--- src/rtl/branch_predictor_bht.sv ---
// Direct-mapped, tagged branch history table with saturating counters and a target buffer.
// Lookups read the registered table combinationally; EX-stage updates commit on the next rising edge.
module branch_predictor_bht #(
    parameter int IDX_BITS = 6,
    parameter int TAG_BITS = 8,
    parameter int CTR_BITS = 2,
    parameter int ADDR_W   = 32
) (
    input  logic              CLK,
    input  logic              RESET,
    // No backpressure on either side: a *_valid cycle is consumed at the next edge, unconditionally.
    input  logic              lookup_valid,
    input  logic [ADDR_W-1:0] lookup_pc,
    output logic              pred_hit,
    output logic              pred_taken,
    output logic [ADDR_W-1:0] pred_target,
    input  logic              update_valid,
    input  logic [ADDR_W-1:0] update_pc,
    input  logic              update_taken,
    input  logic [ADDR_W-1:0] update_target,
    input  logic              update_pred_taken,
    input  logic [ADDR_W-1:0] update_pred_tgt,
    input  logic              table_clear,
    output logic              mispredict,
    output logic [31:0]       stat_lookups,
    output logic [31:0]       stat_mispredicts
);

    localparam int ENTRIES = 1 << IDX_BITS;
    localparam logic [CTR_BITS-1:0] CTR_MAX = '1;
    localparam logic [CTR_BITS-1:0] CTR_MIN = '0;
    localparam logic [CTR_BITS-1:0] CTR_WT  = CTR_BITS'(1 << (CTR_BITS - 1));
    localparam logic [CTR_BITS-1:0] CTR_WNT = CTR_BITS'((1 << (CTR_BITS - 1)) - 1);

    logic [ENTRIES-1:0]  valid_q;
    logic [TAG_BITS-1:0] tag_q [ENTRIES];
    logic [CTR_BITS-1:0] ctr_q [ENTRIES];
    logic [ADDR_W-1:0]   tgt_q [ENTRIES];

    logic [IDX_BITS-1:0] lk_idx;
    logic [TAG_BITS-1:0] lk_tag;
    logic [IDX_BITS-1:0] up_idx;
    logic [TAG_BITS-1:0] up_tag;
    logic                up_hit;
    logic                mis_cond;
    logic                unused_pc_bits;

    assign lk_idx = lookup_pc[IDX_BITS+1:2];
    assign lk_tag = lookup_pc[IDX_BITS+TAG_BITS+1:IDX_BITS+2];
    assign up_idx = update_pc[IDX_BITS+1:2];
    assign up_tag = update_pc[IDX_BITS+TAG_BITS+1:IDX_BITS+2];

    // Only the index and tag fields of the update PC select an entry.
    assign unused_pc_bits = &{1'b0, update_pc[ADDR_W-1:IDX_BITS+TAG_BITS+2], update_pc[1:0]};

    always_comb begin
        pred_hit    = lookup_valid & valid_q[lk_idx] & (tag_q[lk_idx] == lk_tag);
        pred_taken  = pred_hit & ctr_q[lk_idx][CTR_BITS-1];
        pred_target = pred_taken ? tgt_q[lk_idx] : (lookup_pc + ADDR_W'(4));
    end

    always_comb begin
        up_hit   = valid_q[up_idx] & (tag_q[up_idx] == up_tag);
        mis_cond = update_valid &
                   ((update_pred_taken != update_taken) |
                    (update_taken & (update_pred_tgt != update_target)));
    end

    always_ff @(posedge CLK) begin
        if (RESET) begin
            valid_q <= '0;
            for (int i = 0; i < ENTRIES; i++) begin
                tag_q[i] <= '0;
                ctr_q[i] <= CTR_WNT;
                tgt_q[i] <= '0;
            end
            mispredict       <= 1'b0;
            stat_lookups     <= '0;
            stat_mispredicts <= '0;
        end else begin
            mispredict       <= mis_cond;
            stat_lookups     <= stat_lookups + 32'(lookup_valid);
            stat_mispredicts <= stat_mispredicts + 32'(mis_cond);
            // A clear drops any same-cycle update; counters and targets survive it.
            if (table_clear) begin
                valid_q <= '0;
            end else if (update_valid) begin
                if (up_hit) begin
                    if (update_taken) begin
                        if (ctr_q[up_idx] != CTR_MAX) begin
                            ctr_q[up_idx] <= ctr_q[up_idx] + CTR_BITS'(1);
                        end
                        tgt_q[up_idx] <= update_target;
                    end else if (ctr_q[up_idx] != CTR_MIN) begin
                        ctr_q[up_idx] <= ctr_q[up_idx] - CTR_BITS'(1);
                    end
                end else if (update_taken) begin
                    valid_q[up_idx] <= 1'b1;
                    tag_q[up_idx]   <= up_tag;
                    ctr_q[up_idx]   <= CTR_WT;
                    tgt_q[up_idx]   <= update_target;
                end
            end
        end
    end

endmodule
--- config.mk ---
export PLATFORM = sky130hd
export DESIGN_NAME = branch_predictor_bht
export DESIGN_NICKNAME = d
export VERILOG_FILES = /design/src/rtl/branch_predictor_bht.sv
export SDC_FILE = /design/constraint.sdc
export NUM_CORES = 2
export LEC_CHECK = 0
export ABC_AREA = 1
export BUFFER_PORTS_ARGS = -buffer_cell sky130_fd_sc_hd__buf_2
export CORE_ASPECT_RATIO = 0.9
export CORE_MARGIN = 10
export CORE_UTILIZATION = 40
export DETAILED_ROUTE_END_ITERATION = 12
export PLACE_DENSITY = 0.57
export SLEW_MARGIN = 20
export SYNTH_ARGS = -nofsm -noshare
export SYNTH_HDL_FRONTEND = slang
export SYNTH_SLANG_ARGS = --single-unit
--- constraint.sdc ---
create_clock -name CLK -period 2.9 [get_ports CLK]
set_input_delay 0 -clock CLK [delete_from_list [all_inputs] [get_ports CLK]]
set_output_delay 0 -clock CLK [all_outputs]
set_load 0.1 [all_outputs]
### After elaboration in Yosys (flattened, before gate mapping)

Memory sizes are Yosys's and may differ from the RTL's.
Cells that the tools add are included.

* logic and storage cells: 85
* output and inout port bits: 99
* RAM bits: 2688
* memories: 3
* register bits: 129
* input port bits: 135

Memory list
* tgt_q: depth 64, bits a word 32, rd ports 1, clocked after Yosys merged registers in 0, wr ports 64, RTL line 38 `logic [ADDR_W-1:0] tgt_q [ENTRIES];`
* tag_q: depth 64, bits a word 8, rd ports 2, clocked after Yosys merged registers in 0, wr ports 64, RTL line 36 `logic [TAG_BITS-1:0] tag_q [ENTRIES];`
* ctr_q: depth 64, bits a word 2, rd ports 2, clocked after Yosys merged registers in 0, wr ports 64, RTL line 37 `logic [CTR_BITS-1:0] ctr_q [ENTRIES];`

* bitwise operators: 12
* muxes and demuxes: 46
* reduce and logical (&&, ||, !) cells: 7
* $lt $le $gt $ge: 3
* equality and inequality tests: 5
* add/sub/neg operators: 5

Operator list (number)
* 32-bit 2-to-1 mux: 3
* 32-bit by 1-bit adder with 32-bit output: 2
* 64-bit OR: 1
* 1-bit 2-to-1 mux: 33
* 32-bit by 3-bit adder with 32-bit output, second input constant: 1
* 32-bit inequality test: 1
* 32-bit OR reduction: 1
* 6-bit 2-to-1 mux: 3
* 8-bit equality test: 2
* 6-bit by 7-bit less-than comparator with 1-bit output, second input constant: 2
* 1-bit binary-select mux with 6-bit select: 2
* 8-bit 2-to-1 mux: 1
* 8-bit OR reduction: 1
* 1-bit bitwise AND: 6
* 1-bit demux with 6-bit select: 1
* 6-bit by 1-bit >= comparator with 1-bit output, second input constant: 1
* 2-bit 2-to-1 mux: 3
* 1-bit OR: 4
* 2-bit OR reduction: 2
* 3-bit AND reduction: 1
* 2-bit by 1-bit adder with 2-bit output, second input constant: 1
* 2-bit inequality test, second input constant: 1
* 2-bit nonzero test: 1
* 2-bit by 1-bit subtractor with 2-bit output, second input constant: 1
* other kinds (3): 3

### Depth between registers and ports, before layout

An unclocked memory read counts as a cell.

* depth after elaboration: 13
* depth in mapped cells: 25
* depth with buffers taken out: 23

### Worst setup path after synthesis

OpenSTA, ideal clock, no wires.

* path type: input -> output
* from: input lookup_pc[3]
* to: output pred_hit
* path buffers: 3
* path slack: -1.376 ns
* arrival: 4.276 ns
* data required time: 2.900 ns
* stages: 11
* path through: buf_2 -> clkbuf_1 -> buf_1 -> o21ai_0 -> o21ai_0 -> nand2_1 -> nand3_1 -> nand3_1 -> nand2_1 -> xor2_1 -> nor4_1

* cells in the longest elaborated chain, start to end: 4
* elaborated cells on any way between the ends: 6
* classes of those cells: eq/ne (1); mux (2); bitwise (2); memory (1)

Ends and longest elaborated chain
* start: declaration: RTL line 13 `input logic [ADDR_W-1:0] lookup_pc,`
* parallel branches: the longest is 3 deep, another holds memory read 64 x 8 bit
* 1-bit bitwise AND *: RTL line 57 `pred_hit = lookup_valid & valid_q[lk_idx] & (tag_q[lk_idx] == lk_tag);`
* end: declaration: RTL line 14 `output logic pred_hit,`

Mark *: on every way between the ends. The select of a mux whose other input is x is not followed.

==> results.json <==
{
  "status": "finished with violations",
  "violations": "setup timing",
  "area_growth_pct": 25.94,
  "hpwl_um": 341600,
  "die_h_um": 565.0,
  "maxSlewViolCount": 0,
  "layout-drive-gt1-share": 0.1918,
  "initial_utilization": 0.4009,
  "end_kind": "output pin",
  "syn_area_mm2": 0.1320,
  "row_count": 200,
  "hp-class": "in -> reg",
  "worstHoldStart": "update_pred_tgt[16]",
  "clock-sinks": 2817,
  "clk_latency_ns": 0.93,
  "ys_types": 49,
  "io_buffers": 215,
  "final_util": 0.5049,
  "p_per_area_mw_per_mm2": 595.4,
  "setup_viol": 1372,
  "hold_depth": 9,
  "synth-seq-cells": 2817,
  "dieArea_mm2": 0.3534,
  "cp_max_fo": 7,
  "fin_tns_setup_ns": -374.11,
  "r2r_start": "tag_q[30][4]$_SDFFCE_PN0P_",
  "clockBufferDepth": 4,
  "cts_tree": "yes",
  "ys_seq_area_frac": 0.6310,
  "max-slew-margin-rel": 0.09914,
  "grt_pass1_wl_um": 745400,
  "final_area_mm2": 0.1663,
  "synth_warnings": 0,
  "routabilityCongestion": 1.018,
  "grt_overflow_total": 0,
  "startpoint_type": "flop",
  "cap_viol_max_count": 0,
  "fin_skew_ns": 0.05845,
  "syn_nets": 14092,
  "finalCriticalPeriod_ns": 3.852,
  "die_w_um": 625.6,
  "coreArea_mm2": 0.3293,
  "clockRootBuffer": "clkbuf_16",
  "grt_use_total": 0.2853,
  "leakage_nw": 62.78,
  "drt_iter0_drc": 15769,
  "synth_area_per_cell_um2": 9.462,
  "layout_setup_ws_ns": -0.9523,
  "wl_per_cell_um": 27.06,
  "cts_buffers": 315,
  "finalHoldViolCount": 0,
  "hold_end": "stat_mispredicts[0]$_SDFF_PP0_",
  "routed_via_density": 5.786,
  "dr.pass1.iters": 8,
  "synth-edff-count": 2688,
  "worst_slew_pin_slew_ns": 1.351,
  "nets": 14980,
  "antenna_found_initial": 16,
  "timing.final.crit_share": 1.328,
  "cts_max_level": 5,
  "dpl-instance-area_mm2": 0.1492,
  "cp_data_arrival_time_ns": 3.85,
  "wl_um": 526000,
  "fmaxAchievable_mhz": 259.6,
  "clkTransAtPathRegs_ns": 0.06,
  "boundaryPins": 234,
  "cp.required_ns": 2.90,
  "vias": 112465,
  "rsz0062_at_grt": "yes",
  "r2r.worst_path.cells": 22,
  "syn_inst": 13952,
  "remaining_drc_errors": 0,
  "r2r_slack_ns": -0.47,
  "async_flop_share": 0,
  "grt_pass1_vias": 102623,
  "ys.flop_type": "edfxtp_1",
  "ir_drop_v": 0.0005177,
  "r2r-end": "ctr_q[15][1]$_SDFFCE_PN0P_",
  "antenna_left": 0,
  "criticalPathCategory": "reg -> out",
  "grt_max_degree": 112
}
state kept, by name, indices dropped and copies added, names as in the netlist:
signal	flops
stat_mispredicts	32
stat_lookups	32
mispredict	1
valid_q	64
tag_q	512
tgt_q	2048
ctr_q	128
layout by cell type (no fill, tap or decap), types with 102 or more instances in the layout:
cell	synthesis	layout
a21oi_1	391	388
buf_12	0	369
buf_2	161	181
buf_4	17	1058
clkbuf_16	0	335
dfxtp_1	129	121
edfxtp_1	2688	2688
inv_1	574	517
nand2_1	1820	1512
nand2_2	0	102
nand2_4	0	119
nand3_1	581	521
nor2_1	3966	3783
nor2_4	0	116
o211ai_1	144	144
o21ai_0	1549	1509
o221ai_1	199	199
o22ai_1	340	340
per-layer routing:
layer / global-route usage / vias up / share of wire
met3: 0.06759 / 970 / 0.12
li1: - / 49669 / -
met5: 0 / - / 0.000023
met4: 0.1311 / 2 / 0.055
met1: 0.4060 / 55143 / 0.40
met2: 0.4122 / 6681 / 0.42
cell type report:
class	instances	area, um2
Timing Repair Buffer	1795	18980
Clock buffer	388	8364
Fill cell	29628	163100
Multi-Input combinational cell	9323	46100
Sequential cell	2817	83310
Inverter	588	2305
Antenna cell	8	20.02
Tap cell	4343	5434
Clock inverter	177	1743
kinds of logic (layout without fill, tap and decap cells):
logic type | Yosys count | count (layout) | share of synthesized area
flops | 2817 | 2817 | 0.6310
simple gates | 6543 | 6547 | 0.1952
xor+xnor | 40 | 40 | 0.002654
compound gates | 2731 | 2731 | 0.1170
other cells | 0 | 8 | 0
fa+ha+maj | 5 | 5 | 0.0004739
buf+inv | 1816 | 2948 | 0.05365
how the worst max path moves through the flow:
| stage | from | endpoint | slack (ns) | cells past startpoint |
|---|---|---|---|---|
| 4_1_cts | tag_q[22][4]$_SDFFCE_PN0P_ | pred_target[19] | -1.06 | 17 |
| 6_report | tag_q[22][4]$_SDFFCE_PN0P_ | pred_target[18] | -0.95 | 17 |
| 2_1_floorplan | update_target[31] | stat_mispredicts[28]$_SDFF_PP0_ | 0.02 | 23 |
| 5_1_grt | tag_q[22][4]$_SDFFCE_PN0P_ | pred_target[19] | -1.04 | 17 |
| 3_3_place_gp | update_pc[2] | tag_q[5][1]$_SDFFCE_PN0P_ | -0.63 | 19 |
| 3_5_place_dp | update_pc[2] | tag_q[5][5]$_SDFFCE_PN0P_ | -0.66 | 19 |
power breakdown:
group | internal, W | switching, W | leakage [nW] | total (W)
Combinational | 0.00382 | 0.00812 | 31.4 | 0.0119
Sequential | 0.0463 | 0.000594 | 26.5 | 0.0469
Clock | 0.0232 | 0.0170 | 4.91 | 0.0401
Total | 0.0733 | 0.0257 | 62.8 | 0.0990
worst max-delay path, stage by stage (launching register included):
cell	delay, ns
edfxtp_1	0.40
buf_6	0.13
o211ai_1	0.19
nand3_2	0.19
nand3_2	0.10
nand4_1	0.24
nand3_4	0.20
nand3_2	0.07
nand2_1	0.07
nand4_1	0.18
nor2_4	0.15
buf_12	0.14
buf_12	0.15
buf_8	0.12
nand4_1	0.16
buf_6	0.21
nand2_4	0.07
buf_12	0.16
cell usage after synthesis, drive strengths merged (13+ instances only):
cell type / n / share of area
o221ai: 199 / 0.013
or2: 26 / 0.0012
a31oi: 16 / 0.00076
a21oi: 392 / 0.015
nor3: 31 / 0.0012
nand2: 1820 / 0.052
dfxtp: 129 / 0.020
o22ai: 340 / 0.016
a22oi: 28 / 0.0016
xor2: 27 / 0.0018
clkbuf: 888 / 0.025
xnor2: 13 / 0.00086
nor2: 3968 / 0.11
o21ai: 1570 / 0.060
nor4: 14 / 0.00066
edfxtp: 2688 / 0.61
o211ai: 144 / 0.0082
buf: 340 / 0.012
nand4: 72 / 0.0034
nand3: 599 / 0.023
inv: 586 / 0.017
stage by stage:
stage	instances	power, W	setup WS (ns)	hold WS (ns)
finish	19439	0.09899	-0.9523	0.06048
floorplan	13952	0.05264	0.01860	0.2053
CTS	19380	0.09878	-1.060	0.03164
global placement	18702	0.05838	-0.6333	0.3692
global route	19435	0.1016	-1.038	0.1069
detailed placement	18702	0.05844	-0.6600	0.3882
what timing repair did:
item / in CTS / in global routing
hold buffers: 46 / 0
cloned: 37 / 21
endpoints found under the hold margin: 1474 / 0
gates resized for setup: 618 / 614
pin swaps: 72 / 144
buffers inserted: 49 / 60
endpoints found under the setup margin: 1379 / 1397
Power figures use the tool's default switching activity.
